### config.mk
export PLATFORM = sky130hd
export DESIGN_NAME = mem_stage_flat
export DESIGN_NICKNAME = d
export VERILOG_FILES = /design/src/rtl/mem_stage_pkg.sv /design/src/rtl/mem_stage_if.sv /design/src/rtl/mem_load_align.sv /design/src/rtl/mem_stage.sv /design/src/flat_wrapper.sv
export SDC_FILE = /design/constraint.sdc
export NUM_CORES = 1
export LEC_CHECK = 0
export ABC_CLOCK_PERIOD_IN_PS = 3000
export BUFFER_PORTS_ARGS = -buffer_cell sky130_fd_sc_hd__buf_4
export CORE_ASPECT_RATIO = 1.4
export CORE_MARGIN = 1
export CORE_UTILIZATION = 50
export CTS_CLUSTER_SIZE = 8
export DETAILED_ROUTE_END_ITERATION = 12
export PLACE_DENSITY = 0.77
export RECOVER_POWER = 50
export SYNTH_ARGS = -nofsm -noshare
export SYNTH_HDL_FRONTEND = slang
export SYNTH_HIERARCHICAL = 1
export SYNTH_SLANG_ARGS = --single-unit
### constraint.sdc
create_clock -name clk -period 3 [get_ports clk]
set_input_delay 0.15 -clock clk [delete_from_list [all_inputs] [get_ports clk]]
set_output_delay 0.15 -clock clk [all_outputs]
set_load 0.05 [all_outputs]
### src/rtl/mem_stage_pkg.sv
// Shared widths, es_rf_zip field positions and load-type indices for the MEM stage.
package mem_stage_pkg;

  localparam int unsigned DW          = 32;
  localparam int unsigned RFAW        = 5;
  localparam int unsigned ES_RF_ZIP_W = 41;
  localparam int unsigned MS2WS_W     = 72;
  localparam int unsigned MS_FWD_W    = 39;
  localparam int unsigned LD_ZIP_W    = 5;

  // es_rf_zip = {csr_zip, csr_re, res_from_mem, rf_we, rf_waddr, alu_result}
  localparam int unsigned ALU_LSB          = 0;
  localparam int unsigned WADDR_LSB        = 32;
  localparam int unsigned RF_WE_BIT        = 37;
  localparam int unsigned RES_FROM_MEM_BIT = 38;
  localparam int unsigned CSR_RE_BIT       = 39;
  localparam int unsigned CSR_ZIP_BIT      = 40;

  // es_res_from_mem_zip = {ld_b, ld_h, ld_w, ld_bu, ld_hu}
  localparam int unsigned LD_HU = 0;
  localparam int unsigned LD_BU = 1;
  localparam int unsigned LD_W  = 2;
  localparam int unsigned LD_H  = 3;
  localparam int unsigned LD_B  = 4;

endpackage

### src/rtl/mem_stage_if.sv
// EXE->MEM->WB handshake, SRAM read data and ID bypass signals of the MEM stage.
interface mem_stage_if;
  import mem_stage_pkg::*;

  logic                   ms_allowin;
  logic                   es2ms_valid;
  logic [ES_RF_ZIP_W-1:0] es_rf_zip;
  logic [DW-1:0]          es_pc;
  logic [LD_ZIP_W-1:0]    es_res_from_mem_zip;
  logic [DW-1:0]          data_sram_rdata;
  logic                   ws_allowin;
  logic                   ms2ws_valid;
  logic [MS2WS_W-1:0]     ms2ws_bus;
  logic [MS_FWD_W-1:0]    ms_fwd_zip;

  modport master (
    input  ms_allowin, ms2ws_valid, ms2ws_bus, ms_fwd_zip,
    output es2ms_valid, es_rf_zip, es_pc, es_res_from_mem_zip, data_sram_rdata, ws_allowin
  );

  modport slave (
    output ms_allowin, ms2ws_valid, ms2ws_bus, ms_fwd_zip,
    input  es2ms_valid, es_rf_zip, es_pc, es_res_from_mem_zip, data_sram_rdata, ws_allowin
  );

endinterface

### src/rtl/mem_load_align.sv
// Combinational load-data extractor: selects byte/half lane by address and extends per load type.
module mem_load_align
  import mem_stage_pkg::*;
(
  input  logic [LD_ZIP_W-1:0] ld_zip,
  input  logic [1:0]          addr,
  input  logic [DW-1:0]       rdata,
  output logic [DW-1:0]       wdata
);

  logic [7:0]  lane_b;
  logic [15:0] lane_h;

  always_comb begin
    lane_b = rdata[{addr, 3'b000} +: 8];
    lane_h = rdata[{addr[1], 4'b0000} +: 16];
    wdata  = '0;
    if (ld_zip[LD_B]) begin
      wdata = {{24{lane_b[7]}}, lane_b};
    end else if (ld_zip[LD_BU]) begin
      wdata = {24'h0, lane_b};
    end else if (ld_zip[LD_H]) begin
      wdata = {{16{lane_h[15]}}, lane_h};
    end else if (ld_zip[LD_HU]) begin
      wdata = {16'h0, lane_h};
    end else if (ld_zip[LD_W]) begin
      wdata = rdata;
    end
  end

endmodule

### src/rtl/mem_stage.sv
// MEM pipeline stage: latches EXE results, extracts load data, feeds WB and the ID bypass.
// Define MEM_FWD_EN to bypass final (load-extracted) write data to ID instead of alu_result.
module mem_stage
  import mem_stage_pkg::*;
(
  input logic        clk,
  input logic        resetn,
  mem_stage_if.slave bus
);

  logic                   ms_valid_q;
  logic [ES_RF_ZIP_W-1:0] rf_zip_q;
  logic [DW-1:0]          pc_q;
  logic [LD_ZIP_W-1:0]    ld_zip_q;
  logic [DW-1:0]          rbuf_q;
  logic                   rbuf_valid_q;

  logic            ms_ready_go;
  logic            allowin;
  logic            out_valid;
  logic            latch;
  logic            leave;
  logic            capture;
  logic [DW-1:0]   alu_result;
  logic [RFAW-1:0] waddr;
  logic            rf_we;
  logic            res_from_mem;
  logic            csr_re;
  logic            csr_zip;
  logic [DW-1:0]   ld_rdata;
  logic [DW-1:0]   ld_wdata;
  logic [DW-1:0]   final_wdata;

  assign alu_result   = rf_zip_q[ALU_LSB +: DW];
  assign waddr        = rf_zip_q[WADDR_LSB +: RFAW];
  assign rf_we        = rf_zip_q[RF_WE_BIT];
  assign res_from_mem = rf_zip_q[RES_FROM_MEM_BIT];
  assign csr_re       = rf_zip_q[CSR_RE_BIT];
  assign csr_zip      = rf_zip_q[CSR_ZIP_BIT];

  assign ms_ready_go = 1'b1;
  assign allowin     = ~ms_valid_q | (ms_ready_go & bus.ws_allowin);
  assign out_valid   = ms_valid_q & ms_ready_go;
  assign latch       = bus.es2ms_valid & allowin;
  assign leave       = out_valid & bus.ws_allowin;
  // Hold the SRAM word while WB stalls; EXE may already be driving a newer read onto the port.
  assign capture     = ms_valid_q & res_from_mem & ~rbuf_valid_q & ~leave;
  assign ld_rdata    = rbuf_valid_q ? rbuf_q : bus.data_sram_rdata;

  mem_load_align u_align (
    .ld_zip (ld_zip_q),
    .addr   (alu_result[1:0]),
    .rdata  (ld_rdata),
    .wdata  (ld_wdata)
  );

  assign final_wdata = res_from_mem ? ld_wdata : alu_result;

  always_ff @(posedge clk or negedge resetn) begin
    if (!resetn) begin
      ms_valid_q <= 1'b0;
      rf_zip_q   <= '0;
      pc_q       <= '0;
      ld_zip_q   <= '0;
    end else begin
      if (allowin) begin
        ms_valid_q <= bus.es2ms_valid;
      end
      if (latch) begin
        rf_zip_q <= bus.es_rf_zip;
        pc_q     <= bus.es_pc;
        ld_zip_q <= bus.es_res_from_mem_zip;
      end
    end
  end

  always_ff @(posedge clk or negedge resetn) begin
    if (!resetn) begin
      rbuf_valid_q <= 1'b0;
      rbuf_q       <= '0;
    end else if (leave || latch) begin
      rbuf_valid_q <= 1'b0;
    end else if (capture) begin
      rbuf_valid_q <= 1'b1;
      rbuf_q       <= bus.data_sram_rdata;
    end
  end

  assign bus.ms_allowin  = allowin;
  assign bus.ms2ws_valid = out_valid;
  assign bus.ms2ws_bus   = {csr_zip, csr_re & ms_valid_q, rf_we & ms_valid_q, waddr, final_wdata,
                            pc_q};

`ifdef MEM_FWD_EN
  logic data_ready;
  // Synchronous SRAM: read data is always present during the MEM cycle.
  assign data_ready     = 1'b1;
  assign bus.ms_fwd_zip = {ms_valid_q & res_from_mem & ~data_ready, ms_valid_q & rf_we, waddr,
                           final_wdata};
`else
  assign bus.ms_fwd_zip = {ms_valid_q & res_from_mem, ms_valid_q & rf_we, waddr, alu_result};
`endif

endmodule

### src/flat_wrapper.sv
// flat-port wrapper written by rule: the top's interface ports become plain ports
module mem_stage_flat import mem_stage_pkg::*;
  (clk, resetn, bus_ms_allowin, bus_ms2ws_valid, bus_ms2ws_bus, bus_ms_fwd_zip, bus_es2ms_valid, bus_es_rf_zip, bus_es_pc, bus_es_res_from_mem_zip, bus_data_sram_rdata, bus_ws_allowin);
  mem_stage_if bus_i ();
  input logic clk;
  input logic resetn;
  output wire logic [$bits(bus_i.ms_allowin)-1:0] bus_ms_allowin;
  output wire logic [$bits(bus_i.ms2ws_valid)-1:0] bus_ms2ws_valid;
  output wire logic [$bits(bus_i.ms2ws_bus)-1:0] bus_ms2ws_bus;
  output wire logic [$bits(bus_i.ms_fwd_zip)-1:0] bus_ms_fwd_zip;
  input wire logic [$bits(bus_i.es2ms_valid)-1:0] bus_es2ms_valid;
  input wire logic [$bits(bus_i.es_rf_zip)-1:0] bus_es_rf_zip;
  input wire logic [$bits(bus_i.es_pc)-1:0] bus_es_pc;
  input wire logic [$bits(bus_i.es_res_from_mem_zip)-1:0] bus_es_res_from_mem_zip;
  input wire logic [$bits(bus_i.data_sram_rdata)-1:0] bus_data_sram_rdata;
  input wire logic [$bits(bus_i.ws_allowin)-1:0] bus_ws_allowin;
  assign bus_ms_allowin = bus_i.ms_allowin;
  assign bus_ms2ws_valid = bus_i.ms2ws_valid;
  assign bus_ms2ws_bus = bus_i.ms2ws_bus;
  assign bus_ms_fwd_zip = bus_i.ms_fwd_zip;
  assign bus_i.es2ms_valid = bus_es2ms_valid;
  assign bus_i.es_rf_zip = bus_es_rf_zip;
  assign bus_i.es_pc = bus_es_pc;
  assign bus_i.es_res_from_mem_zip = bus_es_res_from_mem_zip;
  assign bus_i.data_sram_rdata = bus_data_sram_rdata;
  assign bus_i.ws_allowin = bus_ws_allowin;
  mem_stage u_core (.clk(clk), .resetn(resetn), .bus(bus_i));
endmodule
Word level (Yosys, flattened, before mapping)
Cells that the tools add are included.

Mux-type cells: 9. Bitwise gates (word level): 12. Reduce and logical (&&, ||, !) cells: 3. Shift operators: 2.

Operators with widths (count): two-way mux 32 bit (7); indexed part select 32 x 6 -> 16 bit (1); indexed part select 32 x 6 -> 8 bit (1); AND 1 bit (7); inverter 1 bit (4); two-way mux 1 bit (2); AND reduction 2 bit (1); nonzero test 2 bit (1); logical OR 1 bit (1); bitwise OR 1 bit (1).

Bits of input ports: 114. Word-level logic and storage cells: 32. Output and inout port bits: 113. Bits in registers: 112.

Longest topological paths before layout
Gate-level depths: netlist of the first run.

Depth after elaboration: 7. Gate-level depth with buffers: 8. Mapped depth without buffers: 5.

By module
The synthesis of the first run kept the hierarchy.

By module, submodules not included: mem_stage (cells each 360, times used 1, sequential area each 2802.7 um^2, area an instance 5385.2 um^2); mem_load_align (cells each 116, times used 1, sequential area each 0.0 um^2, area an instance 735.7 um^2).

Least setup slack after synthesis of the first run
Ideal clock, no wire load.

Path type: register -> output. From: reg u_core.rbuf_valid_q. To: out bus_ms2ws_bus[39]. Data required time: 2850 ps. Arrival time: 2344 ps. Slack: 506 ps. Cell stages (with the launch flop): 8. Buffers on the path: 2. Cells stage by stage: dfrtp_1 > buf_2 > buf_2 > mux2_2 > mux4_2 > nor2b_1 > a311o_1 > mux2_2.

Elaborated cells on any way between the ends: 9. Those cells by class: 2 x shift; 7 x mux.

RTL lines: start: declaration (line mem_stage.sv:16) `logic rbuf_valid_q;`; start signal: assignment (line mem_stage.sv:79) `rbuf_valid_q <= 1'b0;`; start signal: assignment (line mem_stage.sv:82) `rbuf_valid_q <= 1'b0;`; start signal: assignment (line mem_stage.sv:84) `rbuf_valid_q <= 1'b1;`; two-way mux 32 bit (*) (line mem_stage.sv:48) `assign ld_rdata = rbuf_valid_q ? rbuf_q : bus.data_sram_rdata;`; named net u_core.ld_rdata[15] (line mem_stage.sv:30) `logic [DW-1:0] ld_rdata;`; indexed part select 32 x 6 -> 8 bit (*) (line mem_load_align.sv:15) `lane_b = rdata[{addr, 3'b000} +: 8];`; two-way mux 32 bit (line mem_load_align.sv:20) `end else if (ld_zip[LD_BU]) begin`; two-way mux 32 bit (*) (line mem_load_align.sv:18) `if (ld_zip[LD_B]) begin`; named net u_core.ld_wdata[7] (line mem_stage.sv:31) `logic [DW-1:0] ld_wdata;`; two-way mux 32 bit (*) (line mem_stage.sv:57) `assign final_wdata = res_from_mem ? ld_wdata : alu_result;`; end: declaration (line flat_wrapper.sv:9) `output wire logic [$bits(bus_i.ms2ws_bus)-1:0] bus_ms2ws_bus;`.

The timed path passes the listed nets; every way through them passes the cells marked *.

Final worst setup path of the first run
Ends and elaborated chain as after synthesis.

==> run summary, run 1 <==
The largest fanout on the critical path came out at 6. Relative to the synthesized area, the layout overhead comes to 23.98%. The total length of routed wires came out at 15,670 um. The pin slew with the least headroom to its limit came out at 2.402 ns. The final-report hold violation count came to 0. The worst reg-to-reg setup slack is ~1 ns.

The final standard cell area without fillers is 0.007589 mm2. The clock sink count is 112. A synthesized cell averages 12.86 um2. By area the synthesized netlist is led by sky130_fd_sc_hd__dfrtp_1 (46%), sky130_fd_sc_hd__mux2_2 (28%), sky130_fd_sc_hd__buf_4 (5.5%). The initial antenna violation count came out at 0. The global-route wire length before repair came out at roughly 24,000 um. Summed over all cells, the static leakage comes to 3.383 nW.

After clock tree synthesis, the flow added hold-fix buffers numbering 1. The wire length per cell is 19.56 um. The post-route netlist has 53.98% of its cells at a drive strength greater than 1.

The detail-routed via count per cell came out at 5.508. The proportion of synthesized chip area in sequential cells is 45.79%. The floorplan has 47 rows. The data arrival time at the worst-slack endpoint came out at approximately 2.7 ns. Power spread over the standard cell area amounts to about 790 mW/mm2. The count of maximum capacitance violations is 1. The post-placement cell area is 0.007566 mm2.

The synthesized netlist occupies a cell area of approximately 0.0061 mm2. The run finished, with violations left. The largest total area in the synthesized netlist belongs to sky130_fd_sc_hd__dfrtp_1. The global-route total usage across every layer is about a quarter.

The required time of the worst setup path is approximately 2.9 ns. Setup repair after global routing left no endpoint under its margin. The number of design rule violations left after detail routing came out at 0. The total count of max-transition violations in the final report came out at 40. The initial core utilization is 51.53%. In this run the horizontal extent of the chip is around 96 um. For this design the top-level I/O count stands at about 230. The final worst-path cycle share came out at 95.03%. In this run, post-CTS repair resized a total of 0 instances. Between clock sinks in the finished design, the worst skew comes to 0.006209 ns. The Yosys step of the flow raised 6 warnings. The CTS tree is yes. The diode insertion count for antenna repair is 0. The final core utilization is 63.88%. The area used by multi-input combinational logic came out at 0.002761 mm2.

The clock-pin transition on the worst setup and hold timing paths came out at 0.07 ns. The launch point of the critical path is u_core/rbuf_valid_q. The power after layout came out at roughly 6.0 mW. The initial detailed-routing violation count is 162.

The area share of the leading cell type in the synthesized netlist came out at 45.79%. The number of post-CTS setup repair buffers came out at 0. The count of endpoints failing setup in the final report came out at 0. The number of inserted filler cells in the final layout came out at 1,016.

In the synthesized netlist the dominant register cell turns out to be sky130_fd_sc_hd__dfrtp_1. The synthesized netlist cell count is 476. The length in cells of the worst reg-to-reg path is 4. The type of origin of the critical path is a flip-flop.

The final reports fail on capacitance limit, slew limit. In the final layout, flip-flops and latches occupy about 0.0028 mm2. The category of the worst setup path capture point is an output pin. Across all layers, the routed design uses 4,412 vias. The total CTS buffers is 9.

The worst setup slack after placement is 0.5449 ns. The worst register-to-register path begins at u_core/rbuf_valid_q. The post-DP HPWL is roughly 12,000 um.

The synthesized design contains 0 enable-type register cells. The number of global-route vias before repair came out at 4,713. In this run the worst setup path terminates at bus_ms2ws_bus[39]. The die outline height is 132.9 um. The net count of the finished layout is 763.

At the later pin of the worst-skew pair, clock insertion delay measures 0.34 ns. Leaving out fill and tap cells, the most frequent cell in the layout is sky130_fd_sc_hd__buf_4. By startpoint and endpoint, the worst setup path is classified as reg2out. The tightest min-delay check is of the in2reg type. The total core area is 0.01188 mm2. Leaving out fill and tap cells, the most frequent cells in the layout are sky130_fd_sc_hd__buf_4 (162), sky130_fd_sc_hd__mux2_2 (150), sky130_fd_sc_hd__dfrtp_1 (112). The worst path setup slack after routing is between 0.1 and 0.15 ns. The setup TNS is 0 ns. The largest net degree at the start of global routing came out at between 70 and 80. Summed over all layers, the global routing overflow is 0.

The die outline area is 0.01269 mm2. The synthesized netlist net count came out at 590. The deepest clock path buffer count came out at 2. The count of antenna-violating nets left after detailed routing is 0. The length of the first detailed-routing pass in iterations is 4.

The count of state elements after synthesis is 112. Yosys mapped the design onto 36 distinct sky130hd cell types. The deepest level of the CTS H-tree came out at 3.

The number of buffer cells added on primary ports is 226. The weighted congestion at the end of routability-driven global placement is 0.8976. After synthesis, the share of flip-flops with an asynchronous set or reset is 100.0%. The clock period minus final worst setup slack came out at 2.851 ns.

The worst register-to-register path ends at u_core/rbuf_q[2]. The root buffer cell is sky130_fd_sc_hd__clkbuf_16. The relative max-transition margin is -60.12%.

The maximum vdd drop is 0.0003927 V. The maximum frequency from static timing analysis came out at around 350 MHz.
## power breakdown
part	internal, mW	total, mW	switching (mW)
registers	1.83	2.03	0.202
clock network	0.674	1.22	0.543
logic	0.972	2.73	1.76
total	3.47	5.98	2.50
## stage by stage
stage,hold slack (ns),cells
floorplan,-0.1456,476
global placement,0.1756,784
detailed placement,0.1868,784
CTS,0.02517,801
global route,0.02165,801
finish,0.03205,801
## critical path, cell delays in order, from the launching register on
cell,delay [ns]
sky130_fd_sc_hd__dfrtp_1,0.47
sky130_fd_sc_hd__mux2_2,0.40
sky130_fd_sc_hd__mux4_2,0.49
sky130_fd_sc_hd__nor2b_1,0.15
sky130_fd_sc_hd__a311o_1,0.38
sky130_fd_sc_hd__mux2_2,0.28
sky130_fd_sc_hd__buf_4,0.19
## final cells by class
| type | instances | area share [%] |
|---|---|---|
| Sequential cell | 112 | 36.93 |
| Timing Repair Buffer | 240 | 20.18 |
| Tap cell | 147 | 2.424 |
| Inverter | 3 | 0.1484 |
| Clock inverter | 4 | 0.6760 |
| Multi-Input combinational cell | 283 | 36.39 |
| Clock buffer | 12 | 3.248 |
## flip-flops by register name, indices dropped and copies added (netlist names)
register	count
u_core/ld_zip_q	5
u_core/rbuf_q	32
u_core/bus.ms2ws_valid	1
u_core/rf_zip_q	41
u_core/pc_q	32
u_core/rbuf_valid_q	1
## routing by layer
metal  vias to the layer above  GRT usage, %  wire, um
li1                       2014             -         -
met1                      2163         27.87      5841
met2                       205         44.01      8096
met3                        30         7.184      1227
met4                         0         10.45       500
met5                         -             0         0
## logic make-up after synthesis
group / count (synthesis) / share of synthesized area (%)
DFF: 112 / 45.79
AOI/OAI and AO/OA: 66 / 6.766
and+or+nand+nor: 33 / 3.169
muxes: 184 / 35.10
buffers and inverters: 81 / 9.178
## worst min-delay path by stage
stage,start,end,cells after the start,slack (ns)
finish,bus_es_pc[13],u_core/pc_q[13],2,0.03
global route,bus_es_rf_zip[24],u_core/rf_zip_q[24],2,0.02
CTS,bus_es_rf_zip[23],u_core/rf_zip_q[23],2,0.03
detailed placement,resetn,u_core/rbuf_q[4],1,0.19
global placement,resetn,u_core/rbuf_q[4],1,0.18
floorplan,resetn,u_core/bus.ms2ws_valid,0,-0.15
## Yosys cell counts (2+ instances only)
master,count
sky130_fd_sc_hd__mux2_2,150
sky130_fd_sc_hd__dfrtp_1,112
sky130_fd_sc_hd__buf_4,45
sky130_fd_sc_hd__mux2_4,20
sky130_fd_sc_hd__o21ai_1,18
sky130_fd_sc_hd__buf_2,17
sky130_fd_sc_hd__a21oi_1,16
sky130_fd_sc_hd__buf_6,9
sky130_fd_sc_hd__nor2_1,9
sky130_fd_sc_hd__mux2i_1,8
sky130_fd_sc_hd__o21ai_0,8
sky130_fd_sc_hd__a211oi_1,7
sky130_fd_sc_hd__a221o_1,7
sky130_fd_sc_hd__clkbuf_1,7
sky130_fd_sc_hd__nor3_1,7
sky130_fd_sc_hd__o31ai_1,7
sky130_fd_sc_hd__mux2_1,5
sky130_fd_sc_hd__and2_1,3
sky130_fd_sc_hd__inv_1,2
sky130_fd_sc_hd__nand2b_1,2
sky130_fd_sc_hd__nand3_1,2
Note: power is estimated with default switching activity, not from simulation.
==> run 2, diff against run 1 <==
ABC_CLOCK_PERIOD_IN_PS = 2900   (was 3000)
HOLD_SLACK_MARGIN = 0.05   (was unset)
clock period = 2.9 ns   (was 3 ns; I/O delays follow)
==> run summary, run 2 (synthesized netlist as in run 1, its figures left out) <==
The count of maximum capacitance violations came out at 1. Ranked by flip-flop count, first place goes to u_core/rf_zip_q. In this run the worst path has a maximum fanout of 5. The wire length per cell is 19.69 um. The initial antenna violation count came to 0. In this run the register-to-register setup slack is 0.84 ns. The final reports fail on capacitance limit, slew limit. The number of standard-cell rows in the floorplan came out at 47. The area used by sequential logic in the layout came out at 0.002803 mm2.

The number of inserted filler cells in the final layout came out at between 800 and 900. In the layout the commonest cells are sky130_fd_sc_hd__buf_4 (158), sky130_fd_sc_hd__mux2_2 (150), sky130_fd_sc_hd__dfrtp_1 (112). The post-DP HPWL came out at about 12,000 um.

At the later pin of the worst-skew pair, clock insertion delay measures around 0.35 ns. In this run the most critical hold path is launched from bus_data_sram_rdata[7]. The initial utilization of the core area, before any placement, comes to 51.53%.

The fraction of final layout cells sized beyond drive strength 1 came out at 46.34%. The register with the most flip-flops in the layout has 41 of them. The number of global-route vias before repair is ~5,300. The area used by multi-input combinational logic came out at ~0.0028 mm2. The die span in x is 95.51 um. The data arrival time at the worst-slack endpoint is 2.63 ns. The maximum vdd drop came out at 0.0004586 V. In this design, the stage delay of the slowest critical-path cell is 0.47 ns. For this run, the share of the core covered by cells in the final layout is approximately three quarters. The root buffer cell is sky130_fd_sc_hd__clkbuf_16. The clock-pin transition on the worst setup and hold timing paths came out at approximately 0.080 ns. The die outline height came out at approximately 130 um. The total core area came out at 0.01188 mm2. The clock period minus final worst setup slack is 2.772 ns.

The type of origin of the critical path is a flip-flop. The count of endpoints failing setup in the final report came out at 0. The number of design rule violations left after detail routing came out at 0.

The run finished, with violations left. TritonCTS built the clock tree. The worst setup slack after placement is around 0.52 ns. The worst path meets setup with roughly 0.13 ns of slack. The setup TNS is 0 ns. Counting instances, the worst hold path has a depth of 2. In the routed layout, each cell is associated on average with a via count of 5.336. The global-route congestion overflow total came out at 0.

The deepest level of the CTS H-tree is 3. The final standard cell area without fillers is about 0.0087 mm2. The die covers 0.01269 mm2.

The required time of the worst setup path is 2.76 ns. The launching point of the worst reg2reg path is u_core/bus.ms2ws_valid. The total CTS buffers is 9. The post-placement cell area is approximately 0.0076 mm2. The cell leakage power is roughly 3.9 nW. The endpoint of the worst register-to-register path is u_core/ld_zip_q[4].

The worst-case clock skew came out at 0.01219 ns. The deepest clock path buffer count is 2. The tightest min-delay check is of the in2reg type. The final-report hold violation count is 0. Leaving out fill and tap cells, the most frequent cell in the layout is sky130_fd_sc_hd__buf_4. The largest registers in the layout are u_core/rf_zip_q: 41 flops, u_core/pc_q: 32 flops, u_core/rbuf_q: 32 flops.

For this run, the total global-route usage over all layers was measured as 29.28%. The weighted congestion at the end of routability-driven global placement came out at between 0.8 and 0.9. The area added between synthesis and finish is 42.40%.

For hold timing, the worst endpoint is u_core/rbuf_q[7]. After layout, the worst path uses between 90% and 100% of the clock period. The classification of the worst setup path is reg2out. For this block, the routed nets add up to 17,980 um of wire.

The most prevalent standard cell on the critical path is sky130_fd_sc_hd__mux2_2. Together, buffers and inverters on the worst path number 1. The maximum frequency from static timing analysis came out at roughly 360 MHz. The count of antenna-violating nets left after detailed routing is 0. The pin slew with the least headroom to its limit is around 1.6 ns. The initial detailed-routing violation count is 164. Among cell families on the critical path, the largest total delay comes from multiplexers.

about 230 I/O pins were placed. The clock sink count came out at 112. The power density over cell area came out at 733.0 mW/mm2.

The total count of max-transition violations in the final report came out at 67. The relative max-transition margin came out at -9.725%. The slowest stage of the critical path is the sky130_fd_sc_hd__mux4_2 cell.

For this run, the post-layout net count is 875. The diode insertion count for antenna repair is 0. The pre-antenna-repair detailed-routing pass consisted of 4 iterations. Setup repair after global routing left no endpoint under its margin. Traced cell by cell, the critical path runs through mux2_2 > mux4_2 > nor2b_1 > a311o_1 > mux2_2 > buf_4. The worst setup path is captured at an output pin. Entering global routing, the biggest net connects 67 pins.

The number of buffer cells added on primary ports came out at 226. The final route contains 4,872 vias. Counting cells, the worst reg-to-reg path comes to 4. The global-route wire length before repair came out at approximately 28,000 um. The final worst hold slack came out at about 0.064 ns.
==> run 2: worst max-delay path by stage <==
stage                   startpoint                 to  slack, ns  cells past startpoint
2_1_floorplan  u_core/rbuf_valid_q  bus_ms2ws_bus[39]       0.41                      7
3_3_place_gp   u_core/rbuf_valid_q  bus_ms2ws_bus[39]       0.54                      6
3_5_place_dp   u_core/rbuf_valid_q  bus_ms2ws_bus[39]       0.52                      6
4_1_cts        u_core/rbuf_valid_q  bus_ms2ws_bus[34]       0.12                      7
5_1_grt        u_core/rbuf_valid_q  bus_ms2ws_bus[34]       0.02                      7
6_report       u_core/rbuf_valid_q  bus_ms2ws_bus[39]       0.13                      6
==> run 2: repair_timing <==
| action | in CTS | in global routing |
|---|---|---|
| hold buffers | 111 | 0 |
| endpoints found under the hold margin | 174 | 0 |
| buffers inserted | 0 | 0 |
| gates resized for setup | 0 | 0 |
==> run 2: through the flow <==
stage                     std cells  power, mW
after floorplan                 476      4.318
after global placement          786      5.051
after detailed placement        786      5.103
after CTS                       913      6.536
after global routing            913      6.652
final                           913      6.389
==> run 2: power breakdown <==
group          total (mW)  switching [mW]  internal (mW)
Sequential           2.11           0.216           1.89
Clock                1.30           0.613          0.688
Combinational        2.98            1.88           1.10
==> run 2: per-layer routing <==
layer | vias to the layer above | wire length (um) | track usage (%)
li1 | 2254 | - | -
met1 | 2362 | 6706 | 33.86
met2 | 204 | 9374 | 50.00
met3 | 52 | 1065 | 6.149
met4 | 0 | 833 | 15.09
met5 | - | 0 | 0
==> run 2: area by class of cell <==
class / instances / area share [%]
clock buffer: 9 / 2.584
clock inverter: 7 / 0.9905
inverter: 3 / 0.1292
multi-input combinational: 283 / 31.68
sequential: 112 / 32.16
tap: 147 / 2.110
timing repair buffer: 352 / 30.35
